## config.mk

```make
export PLATFORM = sky130hd
export DESIGN_NAME = sha256_core
export DESIGN_NICKNAME = d
export VERILOG_FILES = /design/src/rtl/sha256_core.sv
export SDC_FILE = /design/constraint.sdc
export NUM_CORES = 2
export LEC_CHECK = 0
export ABC_CLOCK_PERIOD_IN_PS = 6900
export BUFFER_PORTS_ARGS = -buffer_cell sky130_fd_sc_hd__buf_4
export CAP_MARGIN = 30
export CORE_MARGIN = 2
export CORE_UTILIZATION = 30
export DETAILED_ROUTE_END_ITERATION = 10
export PLACE_DENSITY = 0.59
export SYNTH_ARGS = -nofsm -noshare
export SYNTH_HDL_FRONTEND = slang
export SYNTH_SLANG_ARGS = --single-unit
```

## constraint.sdc

```tcl
create_clock -name clk -period 6.9 [get_ports clk]
set_clock_uncertainty 0.05 [all_clocks]
set_input_delay 1.035 -clock clk [delete_from_list [all_inputs] [get_ports clk]]
set_output_delay 1.035 -clock clk [all_outputs]
set_load 0.02 [all_outputs]
```

## src/rtl/sha256_core.sv

```systemverilog
// rtl/sha256_core.sv - SHA-256 compression engine, 1/2/4 rounds per clock, rolling 16-word schedule
// Optional double SHA-256 second pass when SHA_DOUBLE_EN is defined.
module sha256_core #(
  parameter int ROUNDS_PER_CYCLE = 1
) (
  input  logic         clk,
  input  logic         n_rst,
  input  logic         start,
  input  logic [511:0] block_in,
  input  logic         use_midstate,
  input  logic [255:0] midstate_in,
  input  logic         double_hash,
  output logic         ready,
  output logic         done,
  output logic [255:0] digest
);
  localparam int R = ROUNDS_PER_CYCLE;
  localparam logic [5:0] LAST_CNT = 6'(64 - R);
  localparam logic [255:0] IV =
    256'h6a09e667_bb67ae85_3c6ef372_a54ff53a_510e527f_9b05688c_1f83d9ab_5be0cd19;
  localparam logic [31:0] K [64] = '{
    32'h428a2f98, 32'h71374491, 32'hb5c0fbcf, 32'he9b5dba5, 32'h3956c25b, 32'h59f111f1, 32'h923f82a4, 32'hab1c5ed5,
    32'hd807aa98, 32'h12835b01, 32'h243185be, 32'h550c7dc3, 32'h72be5d74, 32'h80deb1fe, 32'h9bdc06a7, 32'hc19bf174,
    32'he49b69c1, 32'hefbe4786, 32'h0fc19dc6, 32'h240ca1cc, 32'h2de92c6f, 32'h4a7484aa, 32'h5cb0a9dc, 32'h76f988da,
    32'h983e5152, 32'ha831c66d, 32'hb00327c8, 32'hbf597fc7, 32'hc6e00bf3, 32'hd5a79147, 32'h06ca6351, 32'h14292967,
    32'h27b70a85, 32'h2e1b2138, 32'h4d2c6dfc, 32'h53380d13, 32'h650a7354, 32'h766a0abb, 32'h81c2c92e, 32'h92722c85,
    32'ha2bfe8a1, 32'ha81a664b, 32'hc24b8b70, 32'hc76c51a3, 32'hd192e819, 32'hd6990624, 32'hf40e3585, 32'h106aa070,
    32'h19a4c116, 32'h1e376c08, 32'h2748774c, 32'h34b0bcb5, 32'h391c0cb3, 32'h4ed8aa4a, 32'h5b9cca4f, 32'h682e6ff3,
    32'h748f82ee, 32'h78a5636f, 32'h84c87814, 32'h8cc70208, 32'h90befffa, 32'ha4506ceb, 32'hbef9a3f7, 32'hc67178f2
  };

  if (R != 1 && R != 2 && R != 4) begin : g_bad_rounds
    $error("sha256_core: ROUNDS_PER_CYCLE must be 1, 2 or 4");
  end

  function automatic logic [31:0] rotr(input logic [31:0] x, input int n);
    return (x >> n) | (x << (32 - n));
  endfunction

  function automatic logic [31:0] bsig0(input logic [31:0] x);
    return rotr(x, 2) ^ rotr(x, 13) ^ rotr(x, 22);
  endfunction

  function automatic logic [31:0] bsig1(input logic [31:0] x);
    return rotr(x, 6) ^ rotr(x, 11) ^ rotr(x, 25);
  endfunction

  function automatic logic [31:0] ssig0(input logic [31:0] x);
    return rotr(x, 7) ^ rotr(x, 18) ^ (x >> 3);
  endfunction

  function automatic logic [31:0] ssig1(input logic [31:0] x);
    return rotr(x, 17) ^ rotr(x, 19) ^ (x >> 10);
  endfunction

  typedef enum logic [1:0] {IDLE, ROUND, FINAL} state_t;

  state_t       state_q, state_d;
  logic [5:0]   cnt_q;
  logic [31:0]  st_q [8];
  logic [31:0]  hb_q [8];
  logic [31:0]  w_q [16];
  logic [255:0] digest_q;
  logic         done_q;
  logic         accept;
  logic         second_pass;
  logic [31:0]  base [8];
  logic [31:0]  ext [16+R];
  logic [31:0]  v [8];
  logic [31:0]  t1, t2;
  logic [255:0] fin_vec;

`ifdef SHA_DOUBLE_EN
  logic dbl_q;
  assign second_pass = dbl_q;
`else
  logic unused_double;
  assign unused_double = double_hash;
  assign second_pass   = 1'b0;
`endif

  // ready stays low through the done cycle so a start there is dropped
  assign ready  = (state_q == IDLE) && !done_q;
  assign accept = start && ready;
  assign done   = done_q;
  assign digest = digest_q;

  always_comb begin
    for (int i = 0; i < 8; i++) begin
      base[i] = use_midstate ? midstate_in[255-32*i -: 32] : IV[255-32*i -: 32];
    end
  end

  // Window always holds W[t..t+15]; ext appends the R words that shift in next
  always_comb begin
    t1 = '0;
    t2 = '0;
    for (int i = 0; i < 16; i++) ext[i] = w_q[i];
    for (int j = 0; j < R; j++) begin
      ext[16+j] = ssig1(ext[14+j]) + ext[9+j] + ssig0(ext[1+j]) + ext[j];
    end
    for (int i = 0; i < 8; i++) v[i] = st_q[i];
    for (int j = 0; j < R; j++) begin
      t1 = v[7] + bsig1(v[4]) + ((v[4] & v[5]) ^ (~v[4] & v[6])) + K[cnt_q + 6'(j)] + ext[j];
      t2 = bsig0(v[0]) + ((v[0] & v[1]) ^ (v[0] & v[2]) ^ (v[1] & v[2]));
      v[7] = v[6];
      v[6] = v[5];
      v[5] = v[4];
      v[4] = v[3] + t1;
      v[3] = v[2];
      v[2] = v[1];
      v[1] = v[0];
      v[0] = t1 + t2;
    end
  end

  always_comb begin
    fin_vec = '0;
    for (int i = 0; i < 8; i++) fin_vec[255-32*i -: 32] = hb_q[i] + st_q[i];
  end

  always_comb begin
    state_d = state_q;
    case (state_q)
      IDLE:    if (accept) state_d = ROUND;
      ROUND:   if (cnt_q == LAST_CNT) state_d = FINAL;
      FINAL:   state_d = second_pass ? ROUND : IDLE;
      default: state_d = IDLE;
    endcase
  end

  always_ff @(posedge clk or negedge n_rst) begin
    if (!n_rst) begin
      state_q  <= IDLE;
      cnt_q    <= '0;
      digest_q <= '0;
      done_q   <= 1'b0;
      for (int i = 0; i < 8; i++) begin
        st_q[i] <= '0;
        hb_q[i] <= '0;
      end
      for (int i = 0; i < 16; i++) w_q[i] <= '0;
`ifdef SHA_DOUBLE_EN
      dbl_q <= 1'b0;
`endif
    end else begin
      state_q <= state_d;
      done_q  <= 1'b0;
      case (state_q)
        IDLE: begin
          if (accept) begin
            for (int i = 0; i < 16; i++) w_q[i] <= block_in[511-32*i -: 32];
            for (int i = 0; i < 8; i++) begin
              st_q[i] <= base[i];
              hb_q[i] <= base[i];
            end
            cnt_q <= '0;
`ifdef SHA_DOUBLE_EN
            dbl_q <= double_hash;
`endif
          end
        end
        ROUND: begin
          for (int i = 0; i < 8; i++) st_q[i] <= v[i];
          for (int i = 0; i < 16; i++) w_q[i] <= ext[i+R];
          cnt_q <= cnt_q + 6'(R);
        end
        FINAL: begin
`ifdef SHA_DOUBLE_EN
          // Second pass hashes the 256-bit first digest as a single padded block
          if (dbl_q) begin
            dbl_q <= 1'b0;
            for (int i = 0; i < 8; i++) begin
              w_q[i]  <= fin_vec[255-32*i -: 32];
              st_q[i] <= IV[255-32*i -: 32];
              hb_q[i] <= IV[255-32*i -: 32];
            end
            w_q[8] <= 32'h80000000;
            for (int i = 9; i < 15; i++) w_q[i] <= '0;
            w_q[15] <= 32'h00000100;
          end else
`endif
          begin
            digest_q <= fin_vec;
            done_q   <= 1'b1;
          end
        end
        default: ;
      endcase
    end
  end

endmodule

```

# Word-level counts from Yosys, hierarchy flattened

Memories as Yosys holds them, arrays and structs flattened.
Index checks and enable logic that the tools add are counted.

Register bits: 1289
Bits in read-only memories: 2048
Input bits: 773
Memories kept: 1

$add $sub $neg: 19
$lt $le $gt $ge: 1
Eq/ne operators: 5
Muxes and demuxes: 20
Bitwise logic cells: 28
Reduce and logical (&&, ||, !) cells: 8

Memories:

| name            | depth | width | rd ports | clocked after Yosys merged registers in | write ports | line | text |
|---|---|---|---|---|---|---|---|
| (no name shown) | 64    | 32    | 1        | 0                                       | 0           | 104  | `t1 = v[7] + bsig1(v[4]) + ((v[4] & v[5]) ^ (~v[4] & v[6])) + K[cnt_q + 6'(j)] + ext[j];` |

Operator list:

| operator           | count |
|---|---|
| $pmux 512 s2       | 1 |
| $add 32x32->32     | 18 |
| $mux 512           | 1 |
| $pmux 256 s2       | 1 |
| $mux 32            | 10 |
| $xor 32x32->32     | 9 |
| $mux 256           | 1 |
| $and 32x32->32     | 5 |
| $not 32->32        | 1 |
| $or 10x32->32      | 1 |
| $or 13x32->32      | 1 |
| $or 14x32->32      | 1 |
| $or 15x32->32      | 1 |
| $or 19x32->32      | 1 |
| $or 21x32->32      | 1 |
| $or 25x32->32      | 1 |
| $or 26x32->32      | 1 |
| $or 30x32->32      | 1 |
| $or 7x32->32       | 1 |
| $xor 32x22->32     | 1 |
| $xor 32x29->32     | 1 |
| $pmux 6 s2         | 1 |
| $ge 7x7->1 const B | 1 |
| $not 6->7          | 1 |
| 14 further kinds   | 19 |

# Logic depth before layout (Yosys ltp)

Word-level depth: 9
Depth in mapped cells: 37
Mapped depth without buffers: 35

# Worst setup path before layout

No wires, ideal clock.

Kind: reg2reg
Start: register cnt_q[1]
End: register st_q[255] (netlist name)
Setup time: 0.133 ns
Arrival time: 7.386 ns
Required time: 6.717 ns
Path slack: -0.669 ns
Stages on the path, launching flop included: 38
Period minus slack after synthesis: 7.569 ns
Cells stage by stage: dfrtp_1 > clkbuf_1 > inv_1 > ha_1 > and2_1 > clkbuf_1 > nor2_1 > a221o_1 > nand3_1 > o21ai_0 > fa_1 > inv_1 > ha_1 > inv_1 > fa_1 > nor2b_1 > o31a_1 > o221a_1 > (+2 left out) > nand2_1 > a21oi_1 > o21bai_1 > a21o_1 > xnor2_1 > fa_1 > inv_1 > ha_1 > nand4_1 > o21ai_0 > o22ai_1 > nand3b_1 > o21ai_1 > o21ai_1 > or4_1 > a31oi_1 > xnor2_1 > o21ai_1

Longest elaborated chain between the ends: 8

Ends and longest elaborated chain:

| element                                     | line | text |
|---|---|---|
| from (decl)                                 | 59   | `logic [5:0] cnt_q;` |
| from (signal assigned)                      | 166  | `cnt_q <= cnt_q + 6'(R);` |
| $not 6->7 (not written as such)             | 104  |  |
| $mem_v2 64x32                               | --   |  |
| $mux 32 (not written as such) (2 in series) | 104  |  |
| $add 32x32->32 (2 in series)                | 104  |  |
| $add 32x32->32                              | 113  | `v[0] = t1 + t2;` |
| $pmux 256 s2                                | 149  | `case (state_q)` |
| to (signal, indexed assignment)             | 154  | `st_q[i] <= base[i];` |
| to (decl)                                   | 60   | `logic [31:0] st_q [8];` |

No other way between the ends. The select of a mux whose other input is x is not followed.
A chain may end at the register's enable or synchronous reset.

# Worst setup path in the final report

Start: register st_q[108] (netlist name)
End: register st_q[255] (netlist name)

Longest elaborated chain between the ends: 9
Elaborated cells on any way between the ends: 15

Ends and longest elaborated chain:

| element                                               | line | text |
|---|---|---|
| $or 21x32->32 / $or 26x32->32 (equally long branches) | 37   | `return (x >> n) \| (x << (32 - n));` |
| $xor 32x32->32 (2 in series)                          | 45   | `return rotr(x, 6) ^ rotr(x, 11) ^ rotr(x, 25);` |
| $add 32x32->32                                        | 104  |  |
| $add 32x32->32 (*) (3 in series)                      | 104  |  |
| $add 32x32->32 (*)                                    | 113  |  |
| $pmux 256 s2 (*)                                      | 149  |  |

Every way passes the cells marked *; elsewhere a longest branch is shown, timed or not.

==> results.yml <==
run_status:
  status: "complete, but fails checks"
  violations: "negative setup slack"
global_routing:
  grt_pass1_vias: 73662
  grt_max_degree: 257
  antenna_found_initial: 51
  grt_pass1_wl_mm: 528
  grtUsageTotal_pct: 26.1
  grt_overflow: 0
placed_design:
  numPortBuffers: 1029
  dpl.hpwl_mm: 293
  placed_cells: 14427
  gp_congestion: 0.950
timing:
  rsz0062_at_grt: "yes"
  finalMaxSlewViolations: 0
  worst_pin_slew_ns: 1.15
  setup_tns_ns: -1.94
  finalWorstPathRequiredPeriod_ns: 7.30
  whs_ns: 0.126
  slew_headroom_pct: 23.5
  setup_violations: 12
  timing.final.ws_setup_ns: -0.398
  finalCritPeriodShare_pct: 106
  hold_violations: 0
  fmax_mhz: 137
critical_path:
  required_ns: 7.51
  criticalPathCategory: "reg2reg"
  reg2reg_from: "st_q[108]"
  reg2regPathDepth: 34
  worst-r2r-setup-slack_ns: -0.40
  regToRegEndpoint: "st_q[255]"
  worst_setup_path_start_kind: "flop"
  cpMaxStageDelayCell: "fa_1"
  critPathMaxStageDelay_ns: 0.56
  worstPathArrival_ns: 7.91
  end_kind: "flop"
  crit_fanout: 3
synthesis:
  yosysUniqueCellTypes: 92
  syn_nets: 11194
  yosysTopAreaCell: "dfrtp_1"
  synth_ff_type: "dfrtp_1"
  netlist_area_um2: 81600
  syn_area_per_cell_um2: 8.30
  ys_warn_count: 0
  synth_top_area_share_pct: 39.5
  synth-seq-area-share_pct: 39.5
  netlist_top_cells_area: "dfrtp_1 (40%), nand2_1 (9.1%), ha_1 (6.1%)"
  syn_inst: 9829
  synth_edf_count: 0
  async_flop_share_pct: 100
  synth-seq-cells: 1289
cells_and_area:
  area_growth_pct: 27.3
  fin_cells: 14775
  utilization_pct: 38.4
  num-nets-final: 12420
  final_common_cell: "nand2_1"
  drive_gt1_share_pct: 20.3
  final_cell_mix: "nand2_1 (1968), buf_4 (1665), dfrtp_1 (1285), nor2_1 (1009), o21ai_0 (679)"
die:
  row_count: 191
  core_region_area_um2: 271000
  chipWidth_um: 526
  die_h_um: 526
  fp.dieArea_um2: 276000
  io_pins: 1031
  initial_core_util_pct: 30.1
clock_network:
  clk_latency_ns: 0.87
  clkSinkCount: 1289
  cts-root-buf: "clkbuf_16"
  tritoncts: "done"
  htreeDepth: 4
  cts_buffer_depth: 4
  cts_buffers: 161
  clk_pin_slew_ns: 0.06
detailed_routing:
  vias_per_cell: 5.20
  routed_wl_mm: 373
  drt_iter0_drc: 7604
  firstDrtPassIters: 6
  drtAntennaViolNets: 0
  detail_route.wl_per_cell_um: 25.2
  drc: 0
  vias: 76793
worst_hold_path:
  hold_class: "in2async"
job:
  max-cap-violations: 0
==> what timing repair did <==
| action | in CTS | in global routing |
|---|---|---|
| hold buffers | 0 | 0 |
| endpoints found under the setup margin | 32 | 33 |
| resized for setup | 162 | 111 |
| buffers inserted | 25 | 19 |
| pin swaps | 84 | 84 |
==> critical path: cells and delay by family (launching register included) <==
kind	cells	cell delay, ns
flops	1	0.43
fa+ha+maj	7	2.53
xor+xnor	4	0.67
compound gates	14	2.00
simple gates	3	0.89
buf+inv	6	0.53
==> logic make-up (layout without fill, tap and decap cells) <==
logic type / count (synthesis) / in the layout / share of synthesized area [%]
other: 0 / 26 / 0
DFF: 1289 / 1289 / 39.5
xor gates and xnor gates: 583 / 583 / 6.29
muxes: 53 / 53 / 0.817
adders and majority gates: 595 / 595 / 10.9
buffers and inverters: 1174 / 2524 / 5.40
AOI/OAI and AO/OA: 2514 / 2514 / 18.9
and+or+nand+nor: 3621 / 3621 / 18.1
==> per-layer routing <==
| layer | up-vias | global-route usage, % | share of wire, % | wire length, um |
|---|---|---|---|---|
| met1 | 37518 | 34.7 | 43 | 159000 |
| met2 | 2833 | 41.7 | 46 | 170000 |
| met4 | 32 | 9.72 | 4.2 | 15800 |
| li1 | 35877 | - | - | - |
| met5 | - | 0 | 0.057 | 211 |
| met3 | 533 | 5.15 | 7.4 | 27500 |
==> cells in the mapped netlist, drive strengths merged (29+ instances only) <==
master,number
ha,395
nor3,92
fa,197
xor2,256
and3,35
nor2,1021
o21ai,749
nand2b,66
mux2,29
dfrtp,1289
o21a,72
nor2b,48
nand2,1977
a31oi,626
inv,510
o211ai,48
clkbuf,632
xnor2,325
a21oi,445
o21bai,52
o31ai,34
a211oi,50
buf,30
a21o,181
a22o,36
nand3,266
==> worst max path at each step <==
stage | from | endpoint | slack, ns | depth (start not counted)
final | st_q[108] | st_q[255] | -0.40 | 34
after global routing | cnt_q[0] | st_q[255] | -0.67 | 38
after CTS | cnt_q[0] | st_q[255] | -0.36 | 35
after detailed placement | cnt_q[0] | st_q[255] | -0.91 | 34
after global placement | cnt_q[0] | st_q[255] | -0.92 | 34
after floorplan | st_q[109] | st_q[255] | 0.001 | 33
==> cell type report <==
cell class / count / area, um2
clock inverter: 60 / 722
sequential: 1289 / 32300
timing repair buffer: 1725 / 13500
inverter: 512 / 1940
clock buffer: 227 / 4680
multi-input combinational: 7366 / 46300
antenna: 26 / 65.1
tap: 3570 / 4470
fill: 28137 / 167000
==> through the flow <==
step	area, um2	worst slack, ns
floorplan	81700	0.00126
global placement	96800	-0.921
detailed placement	96800	-0.915
CTS	103000	-0.356
global route	104000	-0.672
finish	104000	-0.398
==> registers in the layout, summed over array words and instances (netlist names) <==
name / count
state_q: 2
done: 1
digest: 256
cnt_q: 6
ext: 512
st_q: 256
hb_q: 256
Power is not shown: default switching activity piles up to over one toggle a cycle in this logic, so the estimate is an artifact.
